[src/rtl/pkg_tpu.sv]
// Shared TPU pipeline types: write-back token, data word and source count.
package pkg_tpu;

    localparam int WB_NUM_SRC = 4;

    typedef logic [31:0] data_t;

    typedef struct packed {
        logic       v;
        logic [4:0] dst;
    } pipe_exe_tmp_t;

endpackage

[src/rtl/wb_arbiter_v_fifo.sv]
// Single-source write-back FIFO (token + data) used by wb_arbiter_v.
// A push into a full FIFO is accepted only when the same cycle also pops.
module wb_fifo
    import pkg_tpu::*;
#(
    parameter int  DEPTH = 4,
    parameter type TYPE  = pipe_exe_tmp_t
) (
    input  logic                     clock,
    input  logic                     reset,
    input  logic                     push,
    input  TYPE                      push_token,
    input  data_t                    push_data,
    input  logic                     pop,
    output TYPE                      head_token,
    output data_t                    head_data,
    output logic [$clog2(DEPTH):0]   count,
    output logic                     full,
    output logic                     empty
);

    localparam int AW = $clog2(DEPTH);
    localparam int CW = AW + 1;

    TYPE          mem_token [DEPTH];
    data_t        mem_data  [DEPTH];
    logic [AW-1:0] wr_ptr;
    logic [AW-1:0] rd_ptr;
    logic          push_ok;
    logic          pop_ok;

    assign full       = (count == CW'(DEPTH));
    assign empty      = (count == '0);
    assign pop_ok     = pop && !empty;
    assign push_ok    = push && (!full || pop_ok);
    assign head_token = mem_token[rd_ptr];
    assign head_data  = mem_data[rd_ptr];

    always_ff @(posedge clock) begin
        if (!reset && push_ok) begin
            mem_token[wr_ptr] <= push_token;
            mem_data[wr_ptr]  <= push_data;
        end
    end

    // Pointers wrap naturally because DEPTH is a power of two.
    always_ff @(posedge clock) begin
        if (reset) begin
            wr_ptr <= '0;
            rd_ptr <= '0;
            count  <= '0;
        end else begin
            if (push_ok) wr_ptr <= wr_ptr + AW'(1);
            if (pop_ok)  rd_ptr <= rd_ptr + AW'(1);
            case ({push_ok, pop_ok})
                2'b10:   count <= count + CW'(1);
                2'b01:   count <= count - CW'(1);
                default: count <= count;
            endcase
        end
    end

endmodule

[src/rtl/wb_arbiter_v.sv]
// Round-robin write-back arbiter: four source FIFOs feed one registered output.
// Optional WB_ARB_PERF_CNT_EN adds O_Conflict_Cnt (cycles with >=2 busy sources).
module wb_arbiter_v
    import pkg_tpu::*;
#(
    parameter int  DEPTH = 4,
    parameter type TYPE  = pipe_exe_tmp_t
) (
    input  logic        clock,
    input  logic        reset,
    input  TYPE         I_Token [WB_NUM_SRC],
    input  data_t       I_Data  [WB_NUM_SRC],
    input  logic        I_WB_Ready,
    output TYPE         O_WB_Token,
    output data_t       O_WB_Data,
    output logic [1:0]  O_WB_Src,
    output logic        O_Stall,
    output logic        O_Overflow
`ifdef WB_ARB_PERF_CNT_EN
    ,
    output logic [15:0] O_Conflict_Cnt
`endif
);

    localparam int CW = $clog2(DEPTH) + 1;
    localparam logic [CW-1:0] STALL_LVL = CW'(DEPTH - 1);

    TYPE                   head_token [WB_NUM_SRC];
    data_t                 head_data  [WB_NUM_SRC];
    logic [CW-1:0]         fifo_count [WB_NUM_SRC];
    logic [WB_NUM_SRC-1:0] full;
    logic [WB_NUM_SRC-1:0] empty;
    logic [WB_NUM_SRC-1:0] pop;
    logic [WB_NUM_SRC-1:0] drop;
    logic [1:0]            rr_ptr;
    logic [1:0]            winner;
    logic                  grant_valid;
    logic                  load_en;
    logic                  do_load;

    for (genvar g = 0; g < WB_NUM_SRC; g++) begin : g_fifo
        wb_fifo #(
            .DEPTH (DEPTH),
            .TYPE  (TYPE)
        ) u_fifo (
            .clock      (clock),
            .reset      (reset),
            .push       (I_Token[g].v),
            .push_token (I_Token[g]),
            .push_data  (I_Data[g]),
            .pop        (pop[g]),
            .head_token (head_token[g]),
            .head_data  (head_data[g]),
            .count      (fifo_count[g]),
            .full       (full[g]),
            .empty      (empty[g])
        );
    end

    // First non-empty FIFO at or after rr_ptr wins when the output can be (re)loaded.
    always_comb begin
        grant_valid = 1'b0;
        winner      = '0;
        for (int k = 0; k < WB_NUM_SRC; k++) begin
            if (!grant_valid && !empty[rr_ptr + 2'(k)]) begin
                grant_valid = 1'b1;
                winner      = rr_ptr + 2'(k);
            end
        end
    end

    assign load_en = !O_WB_Token.v || I_WB_Ready;
    assign do_load = load_en && grant_valid;

    always_comb begin
        pop     = '0;
        drop    = '0;
        O_Stall = 1'b0;
        for (int i = 0; i < WB_NUM_SRC; i++) begin
            pop[i]  = do_load && (winner == 2'(i));
            drop[i] = I_Token[i].v && full[i] && !pop[i];
            if (fifo_count[i] >= STALL_LVL) O_Stall = 1'b1;
        end
    end

    // Output register only drops valid when consumed with nothing queued behind it.
    always_ff @(posedge clock) begin
        if (reset) begin
            O_WB_Token <= '0;
            O_WB_Data  <= '0;
            O_WB_Src   <= '0;
            rr_ptr     <= '0;
            O_Overflow <= 1'b0;
        end else begin
            if (do_load) begin
                O_WB_Token <= head_token[winner];
                O_WB_Data  <= head_data[winner];
                O_WB_Src   <= winner;
                rr_ptr     <= winner + 2'd1;
            end else if (load_en) begin
                O_WB_Token.v <= 1'b0;
            end
            if (|drop) O_Overflow <= 1'b1;
        end
    end

`ifdef WB_ARB_PERF_CNT_EN
    logic [2:0] busy_cnt;

    always_comb begin
        busy_cnt = '0;
        for (int i = 0; i < WB_NUM_SRC; i++) begin
            busy_cnt = busy_cnt + {2'b00, !empty[i]};
        end
    end

    always_ff @(posedge clock) begin
        if (reset) begin
            O_Conflict_Cnt <= '0;
        end else if (busy_cnt >= 3'd2 && O_Conflict_Cnt != 16'hFFFF) begin
            O_Conflict_Cnt <= O_Conflict_Cnt + 16'd1;
        end
    end
`endif

endmodule

[config.mk]
export PLATFORM = sky130hd
export DESIGN_NAME = wb_arbiter_v
export DESIGN_NICKNAME = d
export VERILOG_FILES = /design/src/rtl/pkg_tpu.sv /design/src/rtl/wb_arbiter_v_fifo.sv /design/src/rtl/wb_arbiter_v.sv
export SDC_FILE = /design/constraint.sdc
export NUM_CORES = 1
export LEC_CHECK = 0
export ABC_AREA = 1
export CORE_ASPECT_RATIO = 0.7
export CORE_UTILIZATION = 40
export CTS_BUF_LIST = sky130_fd_sc_hd__clkbuf_4 sky130_fd_sc_hd__clkbuf_8
export CTS_CLUSTER_DIAMETER = 30
export DETAILED_ROUTE_END_ITERATION = 6
export PLACE_DENSITY = 0.7
export SYNTH_ARGS = -nofsm -noshare
export SYNTH_HDL_FRONTEND = slang
export SYNTH_HIERARCHICAL = 1
export SYNTH_SLANG_ARGS = --single-unit
[constraint.sdc]
create_clock -name clock -period 4.35 [get_ports clock]
set_clock_uncertainty 0.1 [all_clocks]
set_input_delay 1.0875 -clock clock [delete_from_list [all_inputs] [get_ports clock]]
set_output_delay 1.0875 -clock clock [all_outputs]
set_load 0.03 [all_outputs]
# After elaboration in Yosys (flattened, before gate mapping)
# Memories as Yosys holds them, arrays and structs flattened. A register that Yosys moved wholly into a read port is not among the register bits.
# Index checks and enable logic that the tools add are counted.
[classes]
n_addsub = 20
n_lt_le_gt_ge = 9
eq_ne = 15
mux = 56
n_bitwise = 1
reduce_logical = 63
[ops]
columns = ["op", "n"]
rows = [
  ["$bmux 32 s2", 1],
  ["$mux 32", 2],
  ["$mux 2", 20],
  ["$logic_and 1x1->1", 28],
  ["$pmux 3 s2", 4],
  ["$mux 1", 22],
  ["$add 2x1->2 const B", 10],
  ["$logic_not 1->1", 19],
  ["$add 3x1->3 const B", 4],
  ["$bmux 6 s2", 1],
  ["$eq 2x2->1 const B", 6],
  ["$eq 3x3->1 const B", 4],
  ["$ge 3x2->1 const B", 4],
  ["$logic_not 3->1", 4],
  ["$lt 2x3->1 const B", 4],
  ["$mux 6", 2],
  ["$sub 3x1->3 const B", 4],
  ["$eq 2x1->1 const B", 5],
  ["$reduce_bool 2->1", 5],
  ["$bmux 1 s2", 4],
  ["$logic_or 1x1->1", 5],
  ["$add 2x2->2 const B", 2],
  ["$reduce_or 4->1", 1],
  ["$ge 3x3->1 const B", 1],
  ["2 further kinds", 2],
]
[word_totals]
ff_bits = 71
ram_bits = 608
inputBits = 155
output_inout_bits = 42
wordCells = 190
memories = 8
[memory_table]
columns = ["name", "depth", "width", "read_ports", "rd_ports_with_merged_regs", "write_ports", "line_no", "rtl"]
rows = [
  ["g_fifo[0].u_fifo.mem_data", 4, 32, 1, 1, 1, "wb_arbiter_v_fifo.sv:26", "data_t mem_data [DEPTH];"],
  ["g_fifo[1].u_fifo.mem_data", 4, 32, 1, 1, 1, "wb_arbiter_v_fifo.sv:26", ""],
  ["g_fifo[2].u_fifo.mem_data", 4, 32, 1, 1, 1, "wb_arbiter_v_fifo.sv:26", ""],
  ["g_fifo[3].u_fifo.mem_data", 4, 32, 1, 1, 1, "wb_arbiter_v_fifo.sv:26", ""],
  ["g_fifo[0].u_fifo.mem_token", 4, 6, 1, 1, 1, "wb_arbiter_v_fifo.sv:25", "TYPE mem_token [DEPTH];"],
  ["g_fifo[1].u_fifo.mem_token", 4, 6, 1, 1, 1, "wb_arbiter_v_fifo.sv:25", ""],
  ["2 more memories", "--", "--", "--", "--", "--", "--", ""],
]

# Longest topological paths before layout
# Gate-level depths: netlist of the first run.
[depth]
word_depth = 20
ltp_mapped = 25
ltp_nobuf = 25

# By module
# The synthesis of the first run kept the hierarchy.
[by_module_without_submodules]
columns = ["module", "n_inst", "cells_per_inst", "area_each_um2", "seq_area_each_um2"]
rows = [
  ["wb_fifo at g_fifo[0].u_fifo ...", 2, 443, 6145.9, 4744.6],
  ["wb_fifo at g_fifo[1].u_fifo", 1, 435, 6154.7, 4744.6],
  ["wb_fifo at g_fifo[3].u_fifo", 1, 436, 6133.4, 4744.6],
  ["wb_arbiter_v", 1, 639, 3442.1, 860.8],
]

# Least setup slack after synthesis of the first run
# OpenSTA, ideal clock, no wires.
[synth_timing]
kind = "input to register"
from = "input I_WB_Ready"
to = "memory g_fifo[3].u_fifo/mem_data[2][0] in the netlist's numbering, enable pin"
setup_ns = 0.433
t_arrival_ns = 3.760
required_ns = 3.817
slack_ns = 0.057
stages = 13
path_buffers = 2
path_cell_list = "nor2_1 inv_1 and2_1 buf_2 buf_4 nand3_1 inv_1 nand2_4 nand2_2 nand2_2 inv_2 nand2_2 nor2_1"
[synth_via]
elab_chain_cells = 9
[synth_rtl]
columns = ["item", "line_no", "rtl"]
rows = [
  ["from (decl)", "wb_arbiter_v.sv:13", "input logic I_WB_Ready,"],
  ["$logic_or 1x1->1", "wb_arbiter_v.sv:72", "assign load_en = !O_WB_Token.v || I_WB_Ready;"],
  ["$logic_and 1x1->1", "wb_arbiter_v.sv:73", "assign do_load = load_en && grant_valid;"],
  ["$logic_and 1x1->1", "wb_arbiter_v.sv:80", "pop[i] = do_load && (winner == 2'(i));"],
  ["named net pop[3]", "wb_arbiter_v.sv:33", "logic [WB_NUM_SRC-1:0] pop;"],
  ["$logic_and 1x1->1", "wb_arbiter_v_fifo.sv:34", "assign pop_ok = pop && !empty;"],
  ["$logic_or 1x1->1", "wb_arbiter_v_fifo.sv:35", "assign push_ok = push && (!full || pop_ok);"],
  ["$logic_and 1x1->1", "wb_arbiter_v_fifo.sv:35", ""],
  ["$logic_and 1x1->1", "wb_arbiter_v_fifo.sv:40", "if (!reset && push_ok) begin"],
  ["$mux 1", "wb_arbiter_v_fifo.sv:40", ""],
  ["$mux 1 (implied by the code)", "wb_arbiter_v_fifo.sv:42", "mem_data[wr_ptr] <= push_data;"],
  ["to (decl)", "wb_arbiter_v_fifo.sv:26", ""],
]
# The timed path passes the listed nets, and every way through them passes these cells.

# Worst setup path after layout of the first run
[layout_timing]
from = "register g_fifo[0].u_fifo.count[0]"
to = "memory g_fifo[1].u_fifo/mem_data[1][10] in the netlist's numbering, enable pin"
[layout_via]
elab_chain_cells = 20
word_cells_on_any_way = 34
classes_between = "eq/ne (1); mux (18); reduce/logical (15)"
[layout_rtl]
columns = ["item", "line_no", "rtl"]
rows = [
  ["from (decl)", "wb_arbiter_v_fifo.sv:17", "output logic [$clog2(DEPTH):0] count,"],
  ["from (signal assigned)", "wb_arbiter_v_fifo.sv:56", "2'b10: count <= count + CW'(1);"],
  ["from (signal assigned)", "wb_arbiter_v_fifo.sv:57", "2'b01: count <= count - CW'(1);"],
  ["from (signal assigned)", "wb_arbiter_v_fifo.sv:58", "default: count <= count;"],
  ["$logic_not 3->1 (*)", "wb_arbiter_v_fifo.sv:33", "assign empty = (count == '0);"],
  ["named net empty[0]", "wb_arbiter_v.sv:32", "logic [WB_NUM_SRC-1:0] empty;"],
  ["$bmux 1 s2", "wb_arbiter_v.sv:65", "if (!grant_valid && !empty[rr_ptr + 2'(k)]) begin"],
  ["$mux 1 (implied by the code)", "wb_arbiter_v.sv:65", ""],
  ["$logic_not 1->1", "wb_arbiter_v.sv:65", ""],
  ["$logic_and 1x1->1", "wb_arbiter_v.sv:65", ""],
  ["$mux 1", "wb_arbiter_v.sv:65", ""],
  ["$logic_not 1->1", "wb_arbiter_v.sv:65", ""],
  ["[6 not listed]", "--", ""],
  ["$logic_and 1x1->1 (*)", "wb_arbiter_v.sv:80", ""],
  ["named net pop[1]", "wb_arbiter_v.sv:33", ""],
  ["$logic_and 1x1->1 (*)", "wb_arbiter_v_fifo.sv:34", ""],
  ["$logic_or 1x1->1 (*)", "wb_arbiter_v_fifo.sv:35", ""],
  ["$logic_and 1x1->1 (*)", "wb_arbiter_v_fifo.sv:35", ""],
  ["$logic_and 1x1->1 (*)", "wb_arbiter_v_fifo.sv:40", ""],
  ["$mux 1 (*)", "wb_arbiter_v_fifo.sv:40", ""],
  ["$mux 1 (implied by the code) (*)", "wb_arbiter_v_fifo.sv:42", ""],
  ["to (decl)", "wb_arbiter_v_fifo.sv:26", ""],
]
# Mark *: on every way through the listed nets, which the timed path passes. The rest lies on a longest branch. The select of a mux whose other input is x is not followed.

==> qor.yml, run 1 <==
floorplanning:
  rows: 80
  die_h_um: 223.4
  dieArea_mm2: 0.07113
  core_mm2: 0.06867
  start_util_pct: 40.81
  ios: 197
  fp.dieW_um: 318.4
layout:
  final.fill_count: 5869
  fin_nets: 2809
  drive_above_1_share_pct: 12.15
  syn2layout_area_growth_pct: 20.23
clock_network:
  clock-root-buffer: "clkbuf_8"
  cts_resized: 0
  path_clk_slew_ns: 0.06
  clock_sinks: 687
  cts.htree.levels: 4
  clk_latency_ns: 0.78
  cts_setup_buffers: 0
  cts_hold_buf: 0
  clock_path_buffers: 3
  cts_tree: "yes"
  cts_made_buffers: 131
global_routing:
  grt_max_degree: 77
  antenna_found_initial: 4
  grt_usage_pct: 20.66
  grt_pass1_wl_um: 110600
  grt-ovfl-total: 0
  grt_pass1_vias: 18568
critical_path:
  cp-end-kind: "flop"
  cp-startpoint: "g_fifo[0].u_fifo/count[0]$_SDFFE_PP0P_"
  rr_startpoint: "g_fifo[0].u_fifo/count[0]$_SDFFE_PP0P_"
  arrival_ns: 4.15
  max_stage_delay_ns: 0.45
  ff2ff_path_depth: 18
  required_ns: 4.71
  startpoint_type: "flop"
  regToRegSetupSlack_ns: 0.56
  crit_path_max_fanout: 42
  crit-reg2reg-capture: "g_fifo[1].u_fifo/mem_data[1][10]$_DFFE_PP_"
  critical_path.endpoint: "g_fifo[1].u_fifo/mem_data[1][10]$_DFFE_PP_"
  crit_chain: "nor2_1 > nand2_1 > inv_1 > nand2_1 > nand2_1 > nand2_2 > nand2_4 > nand2_2 > nand2_2 > nand2_1 > nand2_4 > nand3_1 > inv_1 > inv_1 > nand2_2 > nand3_1 > nor2_4 > buf_12"
  cp_slowest_cell: "nand2_4"
  worst-setup-path-type: "flop to flop"
route:
  vias: 19237
  via_per_inst: 5.292
  post-route-drc-count: 0
  wl_um: 74300
  ant_nets: 0
  drtIter0Drc: 1903
  firstDrtPassIters: 5
  post_drt_wl_per_cell_um: 20.44
power:
  power_density_mw_per_mm2: 687.0
  irDropWorstVdd_uv: 605.6
  p_leak_nw: 12.29
placement:
  io_buffers: 196
  gp_congestion: 0.8488
  dp_hpwl_um: 48650
yosys:
  syn_area_per_cell_um2: 11.70
  async_reset_ff_share_pct: 0
  synth-xor-area-share_pct: 0
  ys_ff_latch: 687
  synth_top_area_cell: "edfxtp_1"
  synth_top_area_share_pct: 65.15
  ys_types: 36
  synth_compound_area_share_pct: 11.10
  syn-num-nets: 2573
  yosysWarnings: 6
  synth_simple_gate_area_share_pct: 11.75
  ys_seq_area_share_pct: 70.80
  synthMuxAreaShare_pct: 0
  syn_area_mm2: 0.02802
  synthAdderAreaFrac_pct: 1.089
  synth_ff_type: "edfxtp_1"
  ys_top_cells_by_area: "edfxtp_1 (65%), nor2_1 (5.7%), dfxtp_1 (5.6%)"
  synth_top_family_by_area: "simple AND/OR/NAND/NOR gates"
  synth_cells: 2396
  synth_edf_count: 608
timing:
  hold_viol_final: 0
  worstMarginPinSlew_ns: 0.9203
  fin_crit_sh_pct: 87.23
  final.setup.tns_ns: 0
  relSlewSlack_pct: 38.56
  drv_slew: 0
  rsz0062_at_grt: "no"
  setup_viol: 0
  period_needed_ns: 3.794
  whs_ns: 0.3542
  timing.fmax_mhz: 263.6
status:
  status: "completed"
flow_run:
  drv_cap: 0
hold_path:
  worstHoldPathType: "flop to flop"
per-layer routing:
| layer | part of all wire, % | GRT usage, % | vias up |
|---|---|---|---|
| met5 | 0.042 | 0 | - |
| met4 | 1.8 | 6.576 | 4 |
| met3 | 8.3 | 5.283 | 87 |
| met2 | 46 | 31.48 | 790 |
| met1 | 44 | 28.92 | 9400 |
| li1 | - | - | 8956 |
worst max-delay path: cells and delay by family (launching register included):
kind          cells  cell delay (ns)
simple gates     14             2.43
buf+inv           4             0.56
flops             1             0.34
cells in the final DEF (no fill, tap or decap), types with 3 or more instances in the layout:
master	count
o22ai_1	152
o21ai_1	74
buf_4	23
dfxtp_2	5
ha_1	18
nor3_1	5
clkinvlp_4	9
clkinv_4	9
inv_2	15
nand2_4	6
nor2_4	19
clkbuf_8	139
clkdlybuf4s50_1	195
nand3_1	68
o21ai_0	280
nand2_2	19
dfxtp_1	74
clkbuf_4	24
nand2_1	257
edfxtp_1	608
clkinv_2	18
inv_6	5
buf_12	19
a21oi_1	65
nor2_1	413
o21bai_1	3
nand3_2	3
clkinv_1	18
nand4_1	7
fa_1	4
inv_1	154
bufinv_16	9
stage by stage:
stage / cell area (um^2) / worst slack (ns) / util, % / cells / power, mW
finish: 33690 / 0.5557 / 49.06 / 3635 / 23.14
detailed placement: 30950 / 0.4610 / 45.08 / 3401 / 16.73
CTS: 33690 / 0.5772 / 49.06 / 3634 / 23.25
global placement: 30950 / 0.5599 / 45.08 / 3401 / 16.51
floorplan: 28020 / 0.05704 / - / 2396 / 13.80
global route: 33690 / 0.2716 / 49.06 / 3634 / 24.41
worst min-delay path by stage:
stage                                            start                                       to  cells past startpoint  slack (ns)
2_1_floorplan  g_fifo[3].u_fifo/rd_ptr[1]$_SDFFE_PP0N_                                     flop                      1        0.31
3_3_place_gp   g_fifo[3].u_fifo/rd_ptr[1]$_SDFFE_PP0N_  g_fifo[3].u_fifo/rd_ptr[1]$_SDFFE_PP0N_                      1        0.33
3_5_place_dp   g_fifo[3].u_fifo/rd_ptr[1]$_SDFFE_PP0N_  g_fifo[3].u_fifo/rd_ptr[1]$_SDFFE_PP0N_                      1        0.34
4_1_cts        g_fifo[3].u_fifo/rd_ptr[1]$_SDFFE_PP0N_                                     flop                      1        0.35
5_1_grt        g_fifo[3].u_fifo/rd_ptr[1]$_SDFFE_PP0N_                                     flop                      1        0.38
6_report       g_fifo[3].u_fifo/rd_ptr[1]$_SDFFE_PP0N_                                     flop                      1        0.35
kinds of logic (layout without fill, tap and decap cells):
group	after synthesis	after routing
AND/OR/NAND/NOR	803	803
flip-flops	687	687
AO/OA/AOI/OAI	579	579
buffers and inverters	305	641
adder cells (fa/ha/maj)	22	22
other	0	1
synthesized netlist by cell type (2+ instances only):
master	n
nand2_4	6
edfxtp_1	608
nor2_1	429
clkbuf_1	33
ha_1	18
clkbuf_2	11
o21bai_1	3
nand4_1	7
nor2_4	3
inv_1	154
a21oi_2	2
buf_1	2
nand3b_1	2
fa_1	4
a21oi_1	65
o21ai_0	280
buf_2	41
o22ai_1	152
buf_4	26
nand2_2	19
nand2_1	257
nand3_2	3
o21ai_1	74
nand3_1	68
buf_6	22
inv_2	15
nor3_1	5
dfxtp_1	79
flip-flops by register name, indices dropped and copies added, names as in the netlist, named ones only:
register and cells:
g_fifo.u_fifo/wr_ptr 8, g_fifo.u_fifo/mem_token 96, g_fifo.u_fifo/rd_ptr 8, O_WB_Data 32, O_Overflow 1, O_WB_Token 6
g_fifo.u_fifo/mem_data 512, O_WB_Src 2, rr_ptr 2, g_fifo.u_fifo/count 12
power by group:
group	internal (mW)	switching, mW	leakage [nW]
Sequential	7.77	0.337	6.18
Combinational	2.39	6.16	4.70
Clock	3.74	2.74	1.41
Total	13.9	9.23	12.3
layout make-up:
cell class	instances	area, um^2	area share, %
flip-flops and latches	687	19850	58.91
multi-input cells	1404	6829	20.27
repair buffers	238	2510	7.450
clock buffers	163	2093	6.213
well taps	902	1129	3.350
clock inverters	70	640.6	1.902
inverters	170	640.6	1.902
diodes	1	2.502	0.007428
Note: power is estimated with default switching activity, not from simulation.
==> inputs of run 2 (changes only) <==
--- a/config.mk
+++ b/config.mk
@@ -7,11 +7,11 @@
 export LEC_CHECK = 0
 export ABC_AREA = 1
 export CORE_ASPECT_RATIO = 0.7
-export CORE_UTILIZATION = 40
+export CORE_UTILIZATION = 50
 export CTS_BUF_LIST = sky130_fd_sc_hd__clkbuf_4 sky130_fd_sc_hd__clkbuf_8
 export CTS_CLUSTER_DIAMETER = 30
 export DETAILED_ROUTE_END_ITERATION = 6
-export PLACE_DENSITY = 0.7
+export PLACE_DENSITY = 0.82
 export SYNTH_ARGS = -nofsm -noshare
 export SYNTH_HDL_FRONTEND = slang
 export SYNTH_HIERARCHICAL = 1
==> run 2 against run 1 <==
Worst hold slack better by 0.020 ns. First-iteration DRC count rose by 25%. Sequential cell count stayed put. Final cell count fell by 5.3%. Critical path type unchanged. Largest cell class unchanged.
==> qor.yml, run 2 (synthesis results as in run 1) <==
status:
  status: "completed"
global_routing:
  antenna_found_initial: 3  # -1
  grt_usage_pct: 24.42  # +3.8 points
  grt_pass1_vias: 18653  # +0.46%
  grt_pass1_wl_um: 106000  # -4.2%
  grt-ovfl-total: 0  # unchanged
  grt_max_degree: 77  # unchanged
placement:
  dp_hpwl_um: 46000  # -5.4%
  gp_congestion: 0.8698  # +2.5%
  io_buffers: 196  # unchanged
critical_path:
  regToRegSetupSlack_ns: 0.60  # +0.05 ns
  required_ns: 4.63  # -0.08 ns
  critPathTopFamily: "simple AND/OR/NAND/NOR gates"
  crit_chain: "nor2_4 > nand2_4 > inv_1 > inv_1 > nand2_1 > nand2_1 > nand2_1 > nand2_1 > nand2_2 > nand2_2 > nand2_1 > nand4_1 > nor2_1 > inv_1 > nand3_1 > nand3_1 > nor2_4 > buf_4"
  worst-setup-path-type: "flop to flop"
  cp_slowest_cell: "nor2_4"
  critPathBufInv: 4  # unchanged
  crit-reg2reg-capture: "g_fifo[0].u_fifo/mem_data[0][12]$_DFFE_PP_"
  critical_path.most_common_cell: "nand2_1"
  startpoint_type: "flop"
  arrival_ns: 4.03  # -0.12 ns
  max_stage_delay_ns: 0.40  # -0.05 ns
  ff2ff_path_depth: 18  # unchanged
  cp-end-kind: "flop"
  crit_path_max_fanout: 11  # -74%
  rr_startpoint: "g_fifo[3].u_fifo/count[0]$_SDFFE_PP0P_"
clock_network:
  cts.htree.levels: 3  # -1
  clock_sinks: 687  # unchanged
  path_clk_slew_ns: 0.06  # about the same
  cts_setup_buffers: 0  # unchanged
  cts_hold_buf: 0  # unchanged
  clock_path_buffers: 3  # unchanged
  clock-root-buffer: "clkbuf_8"
  cts_made_buffers: 111  # -15%
  clk_latency_ns: 0.70  # -0.08 ns
  cts_resized: 0  # unchanged
  cts_tree: "yes"
layout:
  top_register: "g_fifo.u_fifo/mem_data"
  final_core_util_pct: 59.67  # +11 points
  final_common_cell: "edfxtp_1"
  drive_above_1_share_pct: 11.10  # -1.0 points
  largest_reg_flops: 512  # unchanged
  layout_common_cells: "edfxtp_1 (608), nor2_1 (413), o21ai_0 (280), nand2_1 (257), clkdlybuf4s50_1 (195)"
  largest_registers: "g_fifo.u_fifo/mem_data (512), g_fifo.u_fifo/mem_token (96), O_WB_Data (32)"
  fin_nets: 2789  # -0.71%
  syn2layout_area_growth_pct: 17.79
floorplanning:
  fp.dieW_um: 285.0  # -10%
  core_mm2: 0.05531  # -19%
  dieArea_mm2: 0.05701  # -20%
  ios: 197  # unchanged
  die_h_um: 200.1  # -10%
  rows: 72  # -10%
  start_util_pct: 50.66  # +9.9 points
power:
  power_density_mw_per_mm2: 676.0  # -1.6%
  p_leak_nw: 12.08  # -1.7%
  irDropWorstVdd_uv: 747.9  # +23%
route:
  drtIter0Drc: 2372  # +25%
  via_per_inst: 5.625  # +6.3%
  ant_nets: 0  # unchanged
  firstDrtPassIters: 7  # +2
  wl_um: 71400  # -3.9%
  post_drt_wl_per_cell_um: 20.74  # +1.5%
  post-route-drc-count: 0  # unchanged
  vias: 19368  # +0.68%
timing:
  final.setup.tns_ns: 0  # unchanged
  relSlewSlack_pct: 16.87  # -22 points
  rsz0062_at_grt: "no"
  worstMarginPinSlew_ns: 1.245  # +0.3248 ns
  drv_slew: 0  # unchanged
  setup_viol: 0  # unchanged
  period_needed_ns: 3.748  # -0.04630 ns
  hold_viol_final: 0  # unchanged
  timing.fmax_mhz: 266.8  # +1.2%
  fin_crit_sh_pct: 86.16  # -1.1 points
hold_path:
  hold_end: "g_fifo[1].u_fifo/rd_ptr[1]$_SDFFE_PP0N_"
  hold_start: "g_fifo[1].u_fifo/rd_ptr[1]$_SDFFE_PP0N_"
  worstHoldPathCells: 2  # +1
  worstHoldPathType: "flop to flop"
flow_run:
  drv_cap: 0  # unchanged
## run 2: cell types whose count changed in the layout (fill, tap and decap cells not counted)
cell        change
dfxtp_2         -1
clkinv_4        -5
clkbuf_4        +3
buf_12          -8
buf_4           +8
inv_6           -4
dfxtp_1         +1
clkinvlp_4      -1
clkinv_1        +1
inv_8           -1
clkbuf_8       -22
clkinv_2        -1
## run 2: how the worst max path moves through the flow
stage,start,end,slack [ns],cells after the start
2_1_floorplan,I_WB_Ready,g_fifo[3].u_fifo/mem_data[2][0]$_DFFE_PP_,0.06,13
3_3_place_gp,I_WB_Ready,g_fifo[1].u_fifo/mem_data[0][5]$_DFFE_PP_,0.41,11
3_5_place_dp,I_WB_Ready,g_fifo[1].u_fifo/mem_data[1][4]$_DFFE_PP_,0.34,11
4_1_cts,g_fifo[3].u_fifo/count[0]$_SDFFE_PP0P_,g_fifo[0].u_fifo/mem_data[0][17]$_DFFE_PP_,0.69,18
5_1_grt,g_fifo[0].u_fifo/count[1]$_SDFFE_PP0P_,g_fifo[1].u_fifo/mem_data[3][8]$_DFFE_PP_,0.34,18
6_report,g_fifo[3].u_fifo/count[0]$_SDFFE_PP0P_,g_fifo[0].u_fifo/mem_data[0][12]$_DFFE_PP_,0.60,18
## run 2: worst min-delay path: cells and delay by family, from the launching register on
family	cells	cell delay (ns)
flops	1	0.30
compound gates	1	0.07
buf+inv	1	0.06
## run 2: area by class of cell
type	count	area (um^2)
diodes	1	2.502
clock buffers	144	1813
clock inverters	59	541.8
fillers	4140	22310
inverters	170	640.6
multi-input cells	1404	6829
flip-flops and latches	687	19840
well taps	740	925.9
repair buffers	238	2410
## run 2: metrics by stage
| stage | total power [mW] | hold slack, ns | cell area [um^2] | cells | setup slack (ns) |
|---|---|---|---|---|---|
| floorplan | 13.80 | 0.3117 | 28020 | 2396 | 0.05704 |
| global placement | 16.18 | 0.3307 | 30650 | 3239 | 0.4142 |
| detailed placement | 16.45 | 0.3599 | 30650 | 3239 | 0.3406 |
| CTS | 22.26 | 0.3712 | 33000 | 3442 | 0.6911 |
| global route | 23.41 | 0.3900 | 33000 | 3442 | 0.3415 |
| finish | 22.31 | 0.3745 | 33010 | 3443 | 0.6020 |
## run 2: metal layers
| metal | GRT usage (%) | up-vias | wire [um] |
|---|---|---|---|
| met3 | 6.591 | 153 | 7056 |
| met5 | 0 | - | 41 |
| met2 | 38.42 | 981 | 33380 |
| met4 | 8.101 | 6 | 2010 |
| li1 | - | 8889 | - |
| met1 | 33.15 | 9339 | 28910 |
## run 2: where the power goes
group	total, mW	switching (mW)	leakage, nW	internal [mW]
Combinational	8.41	6.06	4.68	2.35
Clock	5.82	2.54	1.22	3.28
Sequential	8.09	0.316	6.18	7.77
